**config.mk**
```make
export PLATFORM = sky130hd
export DESIGN_NAME = mod12_down_timer
export DESIGN_NICKNAME = d
export VERILOG_FILES = /design/src/rtl/mod12_down_timer_pkg.sv /design/src/rtl/mod12_dec_cell.sv /design/src/rtl/mod12_down_timer.sv
export SDC_FILE = /design/constraint.sdc
export NUM_CORES = 1
export LEC_CHECK = 0
export CORE_UTILIZATION = 53
export DETAILED_ROUTE_END_ITERATION = 10
export PLACE_DENSITY = 0.85
export SETUP_SLACK_MARGIN = 0.2
export SKIP_CTS_REPAIR_TIMING = 1
export SLEW_MARGIN = 20
export SYNTH_ARGS = -nofsm -noshare
export SYNTH_HDL_FRONTEND = slang
export SYNTH_SLANG_ARGS = --single-unit
```
**constraint.sdc**
```tcl
create_clock -name clk -period 4 [get_ports clk]
set_input_delay 0.8 -clock clk [delete_from_list [all_inputs] [get_ports clk]]
set_output_delay 0.8 -clock clk [all_outputs]
set_load 0.01 [all_outputs]
```
**src/rtl/mod12_down_timer_pkg.sv**
```systemverilog
// mod12_down_timer_pkg
// Shared definitions for the mod-12 down timer:
//   state_t   : timer control states (IDLE, RUN, HOLD, DONE)
//   MOD12_MAX : largest count value of a modulo-12 digit (wrap target)
package mod12_down_timer_pkg;

  typedef enum logic [1:0] {
    IDLE = 2'd0,
    RUN  = 2'd1,
    HOLD = 2'd2,
    DONE = 2'd3
  } state_t;

  localparam logic [3:0] MOD12_MAX = 4'd11;

endpackage

```
**src/rtl/mod12_dec_cell.sv**
```systemverilog
// mod12_dec_cell
// Pure combinational decrement-with-wrap for one modulo-MODULUS digit.
// Suitable for cascading: borrow_next of one digit can drive en of the next.
// Ports:
//   q           in  WIDTH  current digit value
//   en          in  1      decrement request
//   q_next      out WIDTH  value after the (optional) decrement
//   borrow_next out 1      high when a decrement passes through 0
module mod12_dec_cell #(
  parameter int MODULUS = 12,
  parameter int WIDTH   = 4
) (
  input  logic [WIDTH-1:0] q,
  input  logic             en,
  output logic [WIDTH-1:0] q_next,
  output logic             borrow_next
);

  // Wrap target is MODULUS-1, never the all-ones value of the register.
  localparam logic [WIDTH-1:0] MAX_Q = WIDTH'(MODULUS - 1);

  always_comb begin
    q_next      = q;
    borrow_next = 1'b0;
    if (en) begin
      if (q == '0) begin
        q_next      = MAX_Q;
        borrow_next = 1'b1;
      end else begin
        q_next = q - 1'b1;
      end
    end
  end

endmodule

```
**src/rtl/mod12_down_timer.sv**
```systemverilog
// mod12_down_timer
// Presettable modulo-MODULUS down counter with run/pause/stop control.
// A run ends in DONE after WRAPS passes through zero; the final pass leaves
// q at 0 instead of wrapping.
// Ports:
//   clk      in  1      rising-edge clock
//   rst_n    in  1      synchronous active-low reset
//   load     in  1      preset request (IDLE/DONE only)
//   load_val in  WIDTH  preset value, clamped to MODULUS-1
//   start    in  1      begin counting (IDLE/DONE only)
//   pause    in  1      hold count while high
//   stop     in  1      abort RUN/HOLD to IDLE
//   q        out WIDTH  current count
//   borrow   out 1      one-cycle pulse on each 0 -> next transition
//   done     out 1      high in DONE
//   busy     out 1      high in RUN or HOLD
//   load_err out 1      one-cycle pulse when load_val was clamped
module mod12_down_timer
  import mod12_down_timer_pkg::*;
#(
  parameter int MODULUS = 12,
  parameter int WIDTH   = 4,
  parameter int WRAPS   = 2,
  parameter int WCNT_W  = 4
) (
  input  logic             clk,
  input  logic             rst_n,
  input  logic             load,
  input  logic [WIDTH-1:0] load_val,
  input  logic             start,
  input  logic             pause,
  input  logic             stop,
  output logic [WIDTH-1:0] q,
  output logic             borrow,
  output logic             done,
  output logic             busy,
  output logic             load_err
);

  localparam logic [WIDTH-1:0]  MAX_Q     = WIDTH'(MODULUS - 1);
  localparam logic [WCNT_W-1:0] LAST_WRAP = WCNT_W'(WRAPS - 1);

  state_t             state_reg;
  logic [WIDTH-1:0]   q_reg;
  logic [WCNT_W-1:0]  wcnt_reg;
  logic               borrow_reg;
  logic               done_reg;
  logic               busy_reg;
  logic               load_err_reg;

  logic [WIDTH-1:0]   dec_q;
  logic               dec_borrow;
  logic               dec_en;
  logic               load_over;
  logic [WIDTH-1:0]   load_q;

  // Decrement only when RUN is not pre-empted by stop or pause.
  assign dec_en    = (state_reg == RUN) && !stop && !pause;
  assign load_over = (load_val > MAX_Q);
  assign load_q    = load_over ? MAX_Q : load_val;

  mod12_dec_cell #(
    .MODULUS (MODULUS),
    .WIDTH   (WIDTH)
  ) u_dec (
    .q           (q_reg),
    .en          (dec_en),
    .q_next      (dec_q),
    .borrow_next (dec_borrow)
  );

  always_ff @(posedge clk) begin
    if (!rst_n) begin
      state_reg    <= IDLE;
      q_reg        <= '0;
      wcnt_reg     <= '0;
      borrow_reg   <= 1'b0;
      done_reg     <= 1'b0;
      busy_reg     <= 1'b0;
      load_err_reg <= 1'b0;
    end else begin
      // Pulse outputs default low; they are re-raised only by their trigger.
      borrow_reg   <= 1'b0;
      load_err_reg <= 1'b0;
      case (state_reg)
        IDLE, DONE: begin
          if (load) begin
            q_reg        <= load_q;
            load_err_reg <= load_over;
            wcnt_reg     <= '0;
            state_reg    <= start ? RUN : IDLE;
            busy_reg     <= start;
            done_reg     <= 1'b0;
          end else if (start) begin
            // Restart from the current q; no decrement on this edge.
            wcnt_reg  <= '0;
            state_reg <= RUN;
            busy_reg  <= 1'b1;
            done_reg  <= 1'b0;
          end
        end
        RUN: begin
          if (stop) begin
            state_reg <= IDLE;
            busy_reg  <= 1'b0;
          end else if (pause) begin
            state_reg <= HOLD;
          end else if (dec_borrow && (wcnt_reg == LAST_WRAP)) begin
            // Final pass through zero: q stays 0 rather than wrapping.
            borrow_reg <= 1'b1;
            state_reg  <= DONE;
            done_reg   <= 1'b1;
            busy_reg   <= 1'b0;
          end else begin
            q_reg      <= dec_q;
            borrow_reg <= dec_borrow;
            if (dec_borrow) begin
              wcnt_reg <= wcnt_reg + 1'b1;
            end
          end
        end
        HOLD: begin
          if (stop) begin
            state_reg <= IDLE;
            busy_reg  <= 1'b0;
          end else if (!pause) begin
            // Resume edge: back to RUN without decrementing.
            state_reg <= RUN;
          end
        end
        default: begin
          state_reg <= IDLE;
          busy_reg  <= 1'b0;
          done_reg  <= 1'b0;
        end
      endcase
    end
  end

  assign q        = q_reg;
  assign borrow   = borrow_reg;
  assign done     = done_reg;
  assign busy     = busy_reg;
  assign load_err = load_err_reg;

endmodule

```
== Word-level counts from Yosys, hierarchy flattened ==
Index checks and enable logic that the tools add are counted.

* Output and inout bits: 8
* Input port bits: 10
* Bits in registers: 14
* Logic and storage cells: 85

* Equality and inequality tests: 17
* Muxes and demuxes: 40
* Magnitude comparators: 1
* Reduce and logical (&&, ||, !) cells: 16
* Add/sub/neg operators: 2
* Bitwise gates (word level): 2

{| class="wikitable"
|+ Operator list
! cell !! number
|-
| two-way mux 4 bit || 13
|-
| one-hot mux 4 bit (2 select lines) || 2
|-
| two-way mux 1 bit || 15
|-
| two-way mux 2 bit || 7
|-
| inequality test 2 bit, second input constant || 7
|-
| AND reduction 6 bit || 2
|-
| inequality test 3 bit, second input constant || 3
|-
| one-hot mux 2 bit (3 select lines) || 1
|-
| AND reduction 3 bit || 2
|-
| AND reduction 5 bit || 1
|-
| adder 4 x 1 -> 4 bit, second input constant || 1
|-
| equality test 2 bit, second input constant || 2
|-
| equality test 4 x 1 -> 1 bit, second input constant || 1
|-
| > comparator 4 bit, second input constant || 1
|-
| zero test 4 bit || 1
|-
| inequality test 4 x 3 -> 1 bit, second input constant || 1
|-
| AND reduction 4 bit || 1
|-
| OR reduction 4 bit || 1
|-
| subtractor 4 x 1 -> 4 bit, second input constant || 1
|-
| logical AND 1 bit || 3
|-
| inequality test 3 x 2 -> 1 bit, second input constant || 1
|-
| one-hot mux 1 bit (3 select lines) || 1
|-
| equality test 2 x 1 -> 1 bit, second input constant || 1
|-
| zero test 1 bit || 2
|-
| other kinds (6) || 7
|}

== Logic depth before layout (Yosys ltp) ==
Gate-level depths: netlist of the first run.

* Depth after elaboration: 9
* Depth in mapped cells: 8
* Depth with buffers taken out: 6

== Modules after synthesis ==
Synthesis of the first run repeated with hierarchy kept, for this count alone.

* Cell total of the unflattened synthesis: 108
* Area total of the unflattened synthesis: 899.6 um2

{| class="wikitable"
|+ Modules (own cells, without submodules)
! module !! area each (um2) !! cells each !! seq. area each (um2) !! times used
|-
| mod12_down_timer || 800.8 || 95 || 280.3 || 1
|-
| mod12_dec_cell || 98.8 || 13 || 0.0 || 1
|}

== Worst setup path before layout of the first run ==
No wires, ideal clock.

* Path type: input port to flip-flop
* Start point: input port stop
* End point: register wcnt_reg[3]
* Data arrival time: 2104 ps
* Path slack: 1820 ps
* Buffers on the path: 1
* Setup time: 76 ps
* Data required time: 3924 ps
* Stages on the path: 5
* Path through: or3b_1 clkbuf_1 nor4_4 or4b_1 a31oi_1

* Longest elaborated chain between the ends: 7
* Elaborated cells on any way between the ends: 9
* Those cells by class: eq/ne: 3; mux: 1; reduce/logical: 5

{| class="wikitable"
|+ RTL lines
! item !! RTL line !! source
|-
| from (decl) || mod12_down_timer.sv:32 || <nowiki>input logic stop,</nowiki>
|-
| zero test 1 bit || mod12_down_timer.sv:58 || <nowiki>assign dec_en = (state_reg == RUN) && !stop && !pause;</nowiki>
|-
| logical AND 1 bit (2 in series) || mod12_down_timer.sv:58 ||
|-
| two-way mux 1 bit || mod12_dec_cell.sv:25 || <nowiki>if (en) begin</nowiki>
|-
| logical AND 1 bit || mod12_down_timer.sv:108 || <nowiki>end else if (dec_borrow && (wcnt_reg == LAST_WRAP)) begin</nowiki>
|-
| inequality test 2 bit (no line) || - ||
|-
| AND reduction 6 bit (no line) * || - ||
|-
| to (signal assigned) || mod12_down_timer.sv:118 || <nowiki>wcnt_reg <= wcnt_reg + 1'b1;</nowiki>
|-
| to (decl) || mod12_down_timer.sv:45 || <nowiki>logic [WCNT_W-1:0] wcnt_reg;</nowiki>
|}

Every way passes the cells marked *; elsewhere a longest branch is shown, timed or not.
A chain may end at the register's enable or synchronous reset.

== Worst setup path after layout of the first run ==
* Start point: register state_reg[1]
* End point: register wcnt_reg[3]

* Longest elaborated chain between the ends: 7
* Elaborated cells on any way between the ends: 16
* Those cells by class: eq/ne: 7; mux: 2; reduce/logical: 7

{| class="wikitable"
|+ RTL lines
! item !! RTL line !! source
|-
| from (decl) || mod12_down_timer.sv:43 || <nowiki>state_t state_reg;</nowiki>
|-
| from (signal assigned) || mod12_down_timer.sv:91 || <nowiki>state_reg <= start ? RUN : IDLE;</nowiki>
|-
| equality test 2 x 1 -> 1 bit || mod12_down_timer.sv:58, mod12_down_timer.sv:85 ||
|-
| logical AND 1 bit (2 in series) || mod12_down_timer.sv:58 ||
|-
| two-way mux 1 bit || mod12_dec_cell.sv:25 ||
|-
| logical AND 1 bit || mod12_down_timer.sv:108 ||
|-
| inequality test 2 bit (no line) || - ||
|-
| AND reduction 6 bit (no line) || - ||
|}

Several ways; a longest one is shown, not always the timed one.

==> results of run 1 <==
-- metal layers --
metal	wire, um	share of wire (%)
met2	1090	50
met1	957	43
met3	113	5.1
met4	36	1.6
met5	0	0
-- cell usage after synthesis, types with 2 or more instances --
cell type  instances  share of area (%)
a21oi_1            9                5.0
a31oi_1            3                2.1
a32oi_1            2                1.9
clkbuf_1           4                1.7
dfxtp_1           14                 31
ha_1               5                6.9
inv_1             11                4.6
mux2i_1            3                3.3
nand2_1            2               0.83
nand3_1            5                2.8
nand3b_1           3                2.5
nand4_1            2                1.4
nor2_1             8                3.3
nor3_1             3                1.7
nor3b_1            4                3.3
o21a_1             3                2.5
o21ai_0            7                3.9
o31ai_1            2                1.7
-- final timing paths --
path                 from          end  slack, ps  cells after the start
max          state_reg[1]  wcnt_reg[3]       1500                      6
min                  busy         busy        470                      2
max reg2reg  state_reg[1]  wcnt_reg[3]       1500                      6
min reg2reg          busy         busy        470                      2
-- power by group through the flow --
| stage | Clock [mW] | Sequential [mW] | Combinational, mW |
|---|---|---|---|
| after floorplan | 0 | 0.161 | 0.0737 |
| after detailed placement | 0 | 0.159 | 0.116 |
| final | 0.105 | 0.156 | 0.118 |
| after global placement | 0 | 0.159 | 0.113 |
| after global routing | 0.112 | 0.158 | 0.131 |
| after CTS | 0.105 | 0.156 | 0.117 |
-- cell usage in the layout (no fill, tap or decap), types with 2 or more instances in the layout --
master           synthesis  layout
a21oi_1                  9       9
a31oi_1                  3       3
a32oi_1                  2       2
clkbuf_4                 0       3
clkdlybuf4s50_1          0      17
dfxtp_1                 14      14
ha_1                     5       5
inv_1                   11      11
mux2i_1                  3       3
nand2_1                  2       2
nand3_1                  5       5
nand3b_1                 3       3
nand4_1                  2       2
nor2_1                   8       8
nor3_1                   3       3
nor3b_1                  4       4
o21a_1                   3       3
o21ai_0                  7       7
o31ai_1                  2       2
-- kinds of logic (layout without fill, tap and decap cells) --
logic type | Yosys count | in the layout
AND/OR/NAND/NOR | 37 | 37
AO/OA/AOI/OAI | 35 | 35
buffers and inverters | 16 | 33
flip-flops | 14 | 14
adder cells (fa/ha/maj) | 5 | 5
multiplexers | 3 | 3
-- stage by stage --
| stage | setup slack, ps | util [%] | cell area (sq um) | instances |
|---|---|---|---|---|
| finish | 1500 | 71.7 | 1120 | 143 |
| global route | 1330 | 71.7 | 1120 | 143 |
| CTS | 1540 | 71.7 | 1120 | 143 |
| detailed placement | 1250 | 69.3 | 1080 | 139 |
| global placement | 1290 | 69.3 | 1080 | 139 |
| floorplan | 1820 | - | 906 | 110 |
-- final cells by class --
cell class,instances,area share [%]
Inverter,12,4.03
Clock buffer,4,3.25
Timing Repair Buffer,17,15.2
Sequential cell,14,25.1
Multi-Input combinational cell,80,50.6
Tap cell,16,1.79
-- worst register-to-register path, delay by kind of cell, from the launching register on --
family / cells / cell delay [ps]
fa+ha+maj: 1 / 590
flops: 1 / 360
simple gates: 3 / 1240
compound gates: 1 / 160
buf+inv: 1 / 90
==> flow_summary_export.csv, run 1 <==
group,metric,value,unit
power,power.total,379,uW
drt,first_iter_violations,24,
drt,avgRoutedWirePerCell,15.4,um
sta,worst_pin_slew,925,ps
critical_path,start_kind,"flop",
power,p_int,259,uW
synth,synth_ff_type,"dfxtp_1",
global_routing,gr-usage-met2,46.1,%
power,p_sw,121,uW
clocking,cts_sinks,14,
sta,fmax,400,MHz
sta,min_period_over_period,62.5,%
final_layout,regArea,280,sq um
sta,fin_hold_ws,473,ps
power,combinationalPowerShare,31.2,%
final_layout,fillCellCount,137,
sta,relSlewSlack,38.2,%
synth,ys_types,38,
final_layout,diodes,0,
clocking,path_clk_slew,90,ps
die,io_pins,18,
placed_design,dp_hpwl,1.57,mm
global_routing,overflow,0,
synth,ys_seq_area_share,30.9,%
die,dieArea,1880,sq um
synth,synth_top_family_by_area,"simple AND/OR/NAND/NOR gates",
global_routing,top_usage_layer,"met2",
drt,remaining_drc_errors,3,
power,peakVddDrop,0.000241,V
sta,slew_violations,0,
global_routing,antenna_found_initial,0,
synth,yosysWarnings,0,
placed_design,globalplace.congestion,0.868,
synth,synth-seq-cells,14,
synth,avgSynthCellArea,8.24,sq um
sta,setup_tns,0,ps
drt,dr.pass1.iters,7,
global_routing,grt_pass1_vias,862,
sta,rsz0062_at_grt,"false",
outcome,status,"finished, violations left",
power,pwr-share-clk,27.6,%
global_routing,met1_usage,36.6,%
synth,synth_edf_count,0,
critical_path,worstSetupPathType,"reg2reg",
placed_design,io_buffers,17,
clocking,insertion_delay,290,ps
synth,syn-instance-count,110,
drt,ant_nets,0,
global_routing,grt_usage,28.1,%
synth,synth_compound_area_share,25.4,%
global_routing,grt_max_degree,21,
die,start_util,58.1,%
sta,period_minus_slack,2500,ps
power,power_frac_seq,41.2,%
final_layout,multi_input_area,566,sq um
power,swShare,31.8,%
power,leakagePower,0.419,nW
synth,synth-adder-area-share,6.91,%
outcome,violations,"DRC",
synth,syn_area,906,sq um
final_layout,final_nets,143,
critical_path,cp_top_family,"simple AND/OR/NAND/NOR gates",
sta,fin_worst_skew,0.569,ps
drt,via_per_inst,6.40,
critical_path,cp.arrival,2720,ps
clocking,cts_tree,"yes",
synth,synth_async_sr_flop_share,0,%
die,placementRows,14,
synth,synth-xor-area-share,0,%
synth,yosys.area_share.simple,26.8,%
final_layout,area_delta_synth_final,23.3,%
critical_path,crit_fanout,20,
job,maxCapViolCount,0,
die,die_height,43.3,um
clocking,root_buffer,"clkbuf_4",
clocking,cts_max_level,1,
global_routing,grt_pass1_wl,3.89,mm
sta,setup_violations,0,
critical_path,path_buf_inv,1,
clocking,cts_buffers,3,
die,die_w,43.3,um
critical_path,cp_slowest_stage_delay,590,ps
final_layout,drive_gt1_share,6.30,%
die,fp.coreArea,1560,sq um
drt,routed_wl,2.20,mm
synth,synth_fp_nets,125,
drt,routed-via-count,915,
critical_path,cp_data_required_time,4220,ps
hold_path,hp-class,"reg2reg",
sta,hold_violations,0,
clocking,cts_buffer_depth,2,
power,p_per_area,339,nW/um^2
critical_path,cpMaxStageDelayCell,"ha_1",
global_routing,use_met3,5.42,%
critical_path,cp-end-kind,"flop",
critical_path,critical_path.cell_chain,"inv_1 -> ha_1 -> or3b_1 -> nor4_4 -> or4b_1 -> a31oi_1",
synth,muxShareOfSynthArea,3.31,%
No activity file was read; power rests on OpenSTA's default activity.
==> run 2, diff against run 1 <==
- CORE_UTILIZATION: 53 -> 45
- PLACE_DENSITY: 0.85 -> 0.77
- clock period: 4 -> 2.1 ns (I/O delays scaled with it)
==> flow_summary_export.csv, run 2 (synthesized netlist as in run 1, its figures left out) <==
group,metric,value,unit
critical_path,reg2regPathDepth,6,
sta,slew_violations,0,
clocking,cts_tree,"yes",
final_layout,fin_area,1270,sq um
final_layout,stdcell_count,164,
power,p_int,532,uW
drt,dr.pass1.iters,4,
sta,fin_hold_ws,474,ps
critical_path,cpMaxStageDelayCell,"or4b_1",
drt,routed_wl,2.28,mm
final_layout,final_nets,155,
critical_path,path_buf_inv,1,
global_routing,antenna_found_initial,0,
drt,avgRoutedWirePerCell,13.9,um
die,die_height,46.9,um
placed_design,globalplace.congestion,0.791,
drt,remaining_drc_errors,0,
die,io_pins,18,
critical_path,cp_slowest_stage_delay,460,ps
sta,fmax,517,MHz
global_routing,overflow,0,
placed_design,place_ws,-133,ps
die,placementRows,15,
hold_path,hold-path-cell-count,2,
die,start_util,50.3,%
power,pwr-share-clk,25.2,%
hold_path,hp-class,"reg2reg",
critical_path,reg2reg_from,"q[0]",
final_layout,final_common_cell,"clkdlybuf4s50_1",
clocking,insertion_delay,280,ps
clocking,cts_max_level,1,
final_layout,drive_gt1_share,22.3,%
die,fp.coreArea,1800,sq um
final_layout,post-route-util,70.3,%
power,power_frac_seq,38.9,%
placed_design,placed_cells,158,
sta,min_period_over_period,92.1,%
critical_path,cp_top_family,"simple AND/OR/NAND/NOR gates",
hold_path,min-delay-start,"busy",
critical_path,cp_data_required_time,2310,ps
global_routing,grt_max_degree,20,
global_routing,grt_pass1_wl,3.65,mm
sta,rsz0062_at_grt,"true",
clocking,path_clk_slew,90,ps
hold_path,holdPathEnd,"busy",
power,p_sw,244,uW
final_layout,diodes,0,
critical_path,crit_start,"q[0]",
drt,routed-via-count,965,
power,p_per_area,612,nW/um^2
power,power.total,776,uW
clocking,root_buffer,"clkbuf_4",
power,leakagePower,0.480,nW
die,die_w,46.9,um
critical_path,start_kind,"flop",
critical_path,reg2reg_setup_slack,170,ps
drt,via_per_inst,5.88,
global_routing,grt_usage,22.9,%
placed_design,placed_area,1180,sq um
clocking,cts_buffer_depth,2,
final_layout,area_delta_synth_final,39.9,%
sta,setup_tns,0,ps
placed_design,dp_hpwl,1.56,mm
power,combinationalPowerShare,36.0,%
critical_path,worstSetupPathType,"reg2reg",
placed_design,io_buffers,17,
sta,fin_worst_skew,7.85,ps
sta,hold_violations,0,
clocking,cts_sinks,14,
clocking,cts_buffers,3,
final_layout,layout_common_cells,"clkdlybuf4s50_1, buf_4, dfxtp_1, a21oi_1",
sta,setup_violations,0,
drt,ant_nets,0,
critical_path,crit_fanout,6,
power,swShare,31.5,%
sta,period_minus_slack,1930,ps
outcome,status,"completed",
critical_path,regToRegEndpoint,"wcnt_reg[3]",
drt,first_iter_violations,23,
sta,setup_ws,165,ps
sta,relSlewSlack,70.9,%
critical_path,cp.arrival,2150,ps
die,dieArea,2200,sq um
global_routing,grt_pass1_vias,885,
power,peakVddDrop,0.000448,V
sta,worst_pin_slew,437,ps
critical_path,critical_path.cell_chain,"inv_2 -> ha_4 -> or3b_4 -> nor4_4 -> or4b_1 -> a31oi_1",
job,maxCapViolCount,0,
critical_path,cp-end-kind,"flop",
## run 2: changes by cell type in the layout (fill, tap and decap cells not counted), sizes merged
cell	before	now
buf	0	12
## run 2: how the worst max path moves through the flow
stage / endpoint / slack (ps) / cells past startpoint
finish: wcnt_reg[3] / 170 / 6
detailed placement: wcnt_reg[3] / -130 / 5
floorplan: wcnt_reg[3] / 160 / 7
global placement: wcnt_reg[3] / -110 / 5
CTS: wcnt_reg[3] / 160 / 5
global route: wcnt_reg[3] / 110 / 6
## run 2: power by group through the flow
| stage | clock [mW] | combinational [mW] | sequential [mW] |
|---|---|---|---|
| 2_1_floorplan | 0 | 0.145 | 0.308 |
| 4_1_cts | 0.198 | 0.251 | 0.299 |
| 5_1_grt | 0.209 | 0.304 | 0.304 |
| 3_3_place_gp | 0 | 0.244 | 0.304 |
| 3_5_place_dp | 0 | 0.249 | 0.305 |
| 6_report | 0.195 | 0.279 | 0.302 |
## run 2: final cells by class
type,instances,area (sq um)
Fill cell,146,534
Timing Repair Buffer,29,260
Tap cell,25,31.3
Clock buffer,4,36.3
Sequential cell,14,287
Multi-Input combinational cell,80,608
Inverter,12,45.0
## run 2: worst min-delay path, delay by kind of cell, from the launching register on
| kind | cells | cell delay (ps) |
|---|---|---|
| flip-flops | 1 | 320 |
| AO/OA/AOI/OAI | 1 | 60 |
| AND/OR/NAND/NOR | 1 | 60 |
## run 2: routing by layer
layer,share of wire (%),routed length (um),track usage [%]
met5,0,0,0
met2,49,1130,38.9
met3,6.0,136,6.15
met4,1.8,41,8.00
met1,43,975,27.9
==> run 3, diff against run 2 <==
- ABC_AREA: not set -> 1
- CORE_UTILIZATION: 45 -> 46
- MAX_ROUTING_LAYER: not set -> met4
==> flow_summary_export.csv, run 3 <==
group,metric,value,unit
synth,synth_most_common_cell,"nand2_1",
sta,fin_worst_skew,1.75,ps
sta,setup_violations,0,
critical_path,cpMaxStageDelayCell,"clkdlybuf4s50_1",
final_layout,final_nets,179,
synth,synth_top_area_share,28.6,%
outcome,status,"completed",
global_routing,grt_usage,21.9,%
critical_path,critical_path.cell_chain,"clkdlybuf4s50_1",
drt,dr.pass1.iters,4,
synth,synthTopCellsByCount,"nand2_1, nor2_1, inv_1",
synth,synth-seq-cells,14,
hold_path,hp-class,"reg2reg",
critical_path,crit_fanout,4,
critical_path,reg2reg_setup_slack,500,ps
die,start_util,49.4,%
synth,yosysWarnings,0,
clocking,cts_max_level,1,
final_layout,layout_common_cells,"nand2_1, nor2_1, clkdlybuf4s50_1, inv_1, dfxtp_1",
die,die_w,48.1,um
synth,synth.area.top_cells,"dfxtp_1, nand2_1, nor2_1",
synth,syn-instance-count,144,
final_layout,area_delta_synth_final,22.1,%
sta,setup_tns,0,ps
sta,fmax,594,MHz
placed_design,io_buffers,17,
final_layout,diodes,0,
clocking,cts_tree,"yes",
drt,avgRoutedWirePerCell,11.0,um
drt,remaining_drc_errors,0,
drt,via_per_inst,5.22,
placed_design,dp_hpwl,1.61,mm
critical_path,regToRegEndpoint,"done",
power,power.total,1.29,mW
critical_path,cp_top_family,"buffers and inverters",
synth,ys_types,25,
critical_path,reg2regPathDepth,7,
global_routing,grt_pass1_vias,855,
synth,synth_edf_count,0,
clocking,cts_buffers,3,
critical_path,start_kind,"flop",
synth,syn_area,978,sq um
critical_path,cp_slowest_stage_delay,570,ps
critical_path,cp.arrival,1260,ps
synth,ys_seq_area_share,28.6,%
drt,routed_wl,2.09,mm
critical_path,cp-end-kind,"primary output",
hold_path,holdPathEnd,"busy",
global_routing,grt_pass1_wl,3.41,mm
placed_design,globalplace.congestion,0.871,
critical_path,worstSetupPathType,"reg2out",
sta,worst_pin_slew,301,ps
power,peakVddDrop,0.000662,V
drt,first_iter_violations,33,
final_layout,drive_gt1_share,14.7,%
die,io_pins,18,
clocking,cts_sinks,14,
die,dieArea,2320,sq um
drt,routed-via-count,992,
synth,synth_fp_nets,159,
hold_path,min-delay-start,"busy",
clocking,insertion_delay,280,ps
sta,slew_violations,0,
sta,rsz0062_at_grt,"false",
critical_path,cp_data_required_time,1680,ps
die,fp.coreArea,1980,sq um
global_routing,antenna_found_initial,0,
sta,hold_violations,0,
final_layout,final_common_cell,"nand2_1",
synth,synth_async_sr_flop_share,0,%
sta,min_period_over_period,80.2,%
synth,yosys.area.top_type,"dfxtp_1",
sta,relSlewSlack,79.9,%
hold_path,hold-path-cell-count,2,
global_routing,grt_max_degree,12,
die,placementRows,16,
clocking,cts_buffer_depth,2,
clocking,path_clk_slew,90,ps
synth,avgSynthCellArea,6.79,sq um
synth,synth_ff_type,"dfxtp_1",
critical_path,path_buf_inv,1,
power,leakagePower,0.531,nW
sta,period_minus_slack,1680,ps
drt,ant_nets,0,
global_routing,overflow,0,
job,maxCapViolCount,0,
critical_path,reg2reg_from,"state_reg[0]",
die,die_height,48.1,um
power,p_per_area,1080,nW/um^2
clocking,root_buffer,"clkbuf_4",
==> run 3: layout make-up <==
class                           count  area [sq um]
Fill cell                         184           787
Multi-Input combinational cell    111           604
Sequential cell                    14           280
Timing Repair Buffer               18           178
Inverter                           16          62.6
Clock buffer                        4          36.3
Tap cell                           27          33.8
==> run 3: layer usage <==
layer / wire (um) / vias to the layer above / track usage, % / part of all wire, %
met1: 959 / 456 / 26.6 / 46
met3: 84 / 7 / 3.70 / 4.0
met2: 993 / 28 / 35.1 / 48
met5: 0 / - / - / 0
li1: - / 501 / - / -
met4: 48 / 0 / 10.6 / 2.3
==> run 3: worst max-delay path by stage <==
stage | to | start | cells past startpoint | slack [ps]
global placement | q[0] | stop | 9 | 240
finish | q[2] | q[2] | 1 | 420
detailed placement | q[2] | stop | 9 | 200
global route | q[2] | state_reg[0] | 10 | 360
floorplan | done | state_reg[0] | 7 | 640
CTS | q[2] | state_reg[1] | 10 | 350
==> run 3: cells by family after synthesis <==
logic type / share of synthesized area, %
XOR/XNOR: 1.79
flip-flops: 28.6
AO/OA/AOI/OAI: 11.1
buffers and inverters: 9.85
AND/OR/NAND/NOR: 42.2
adder cells (fa/ha/maj): 6.39
==> run 3: where the power goes <==
group | leakage, nW | internal (mW) | switching, mW
Sequential | 0.115 | 0.325 | 0.0532
Clock | 0.0210 | 0.106 | 0.0946
Combinational | 0.395 | 0.296 | 0.417
==> run 3: worst reg2reg max path: stages (launching register included) <==
cell and delay, ps:
dfxtp_1 350, inv_1 60, ha_1 330, nand2_1 180, o21ai_2 130, or2_2 290, a21oi_1 120, nor2_1 50
==> run 3: through the flow <==
| stage | cell area [sq um] | util [%] | hold WS, ps | cells | setup slack [ps] |
|---|---|---|---|---|---|
| floorplan | 978 | - | 463 | 144 | 640 |
| global placement | 1160 | 58.3 | 473 | 186 | 238 |
| detailed placement | 1160 | 58.3 | 477 | 186 | 196 |
| CTS | 1190 | 60.2 | 498 | 190 | 346 |
| global route | 1190 | 60.3 | 514 | 190 | 363 |
| finish | 1190 | 60.3 | 491 | 190 | 416 |
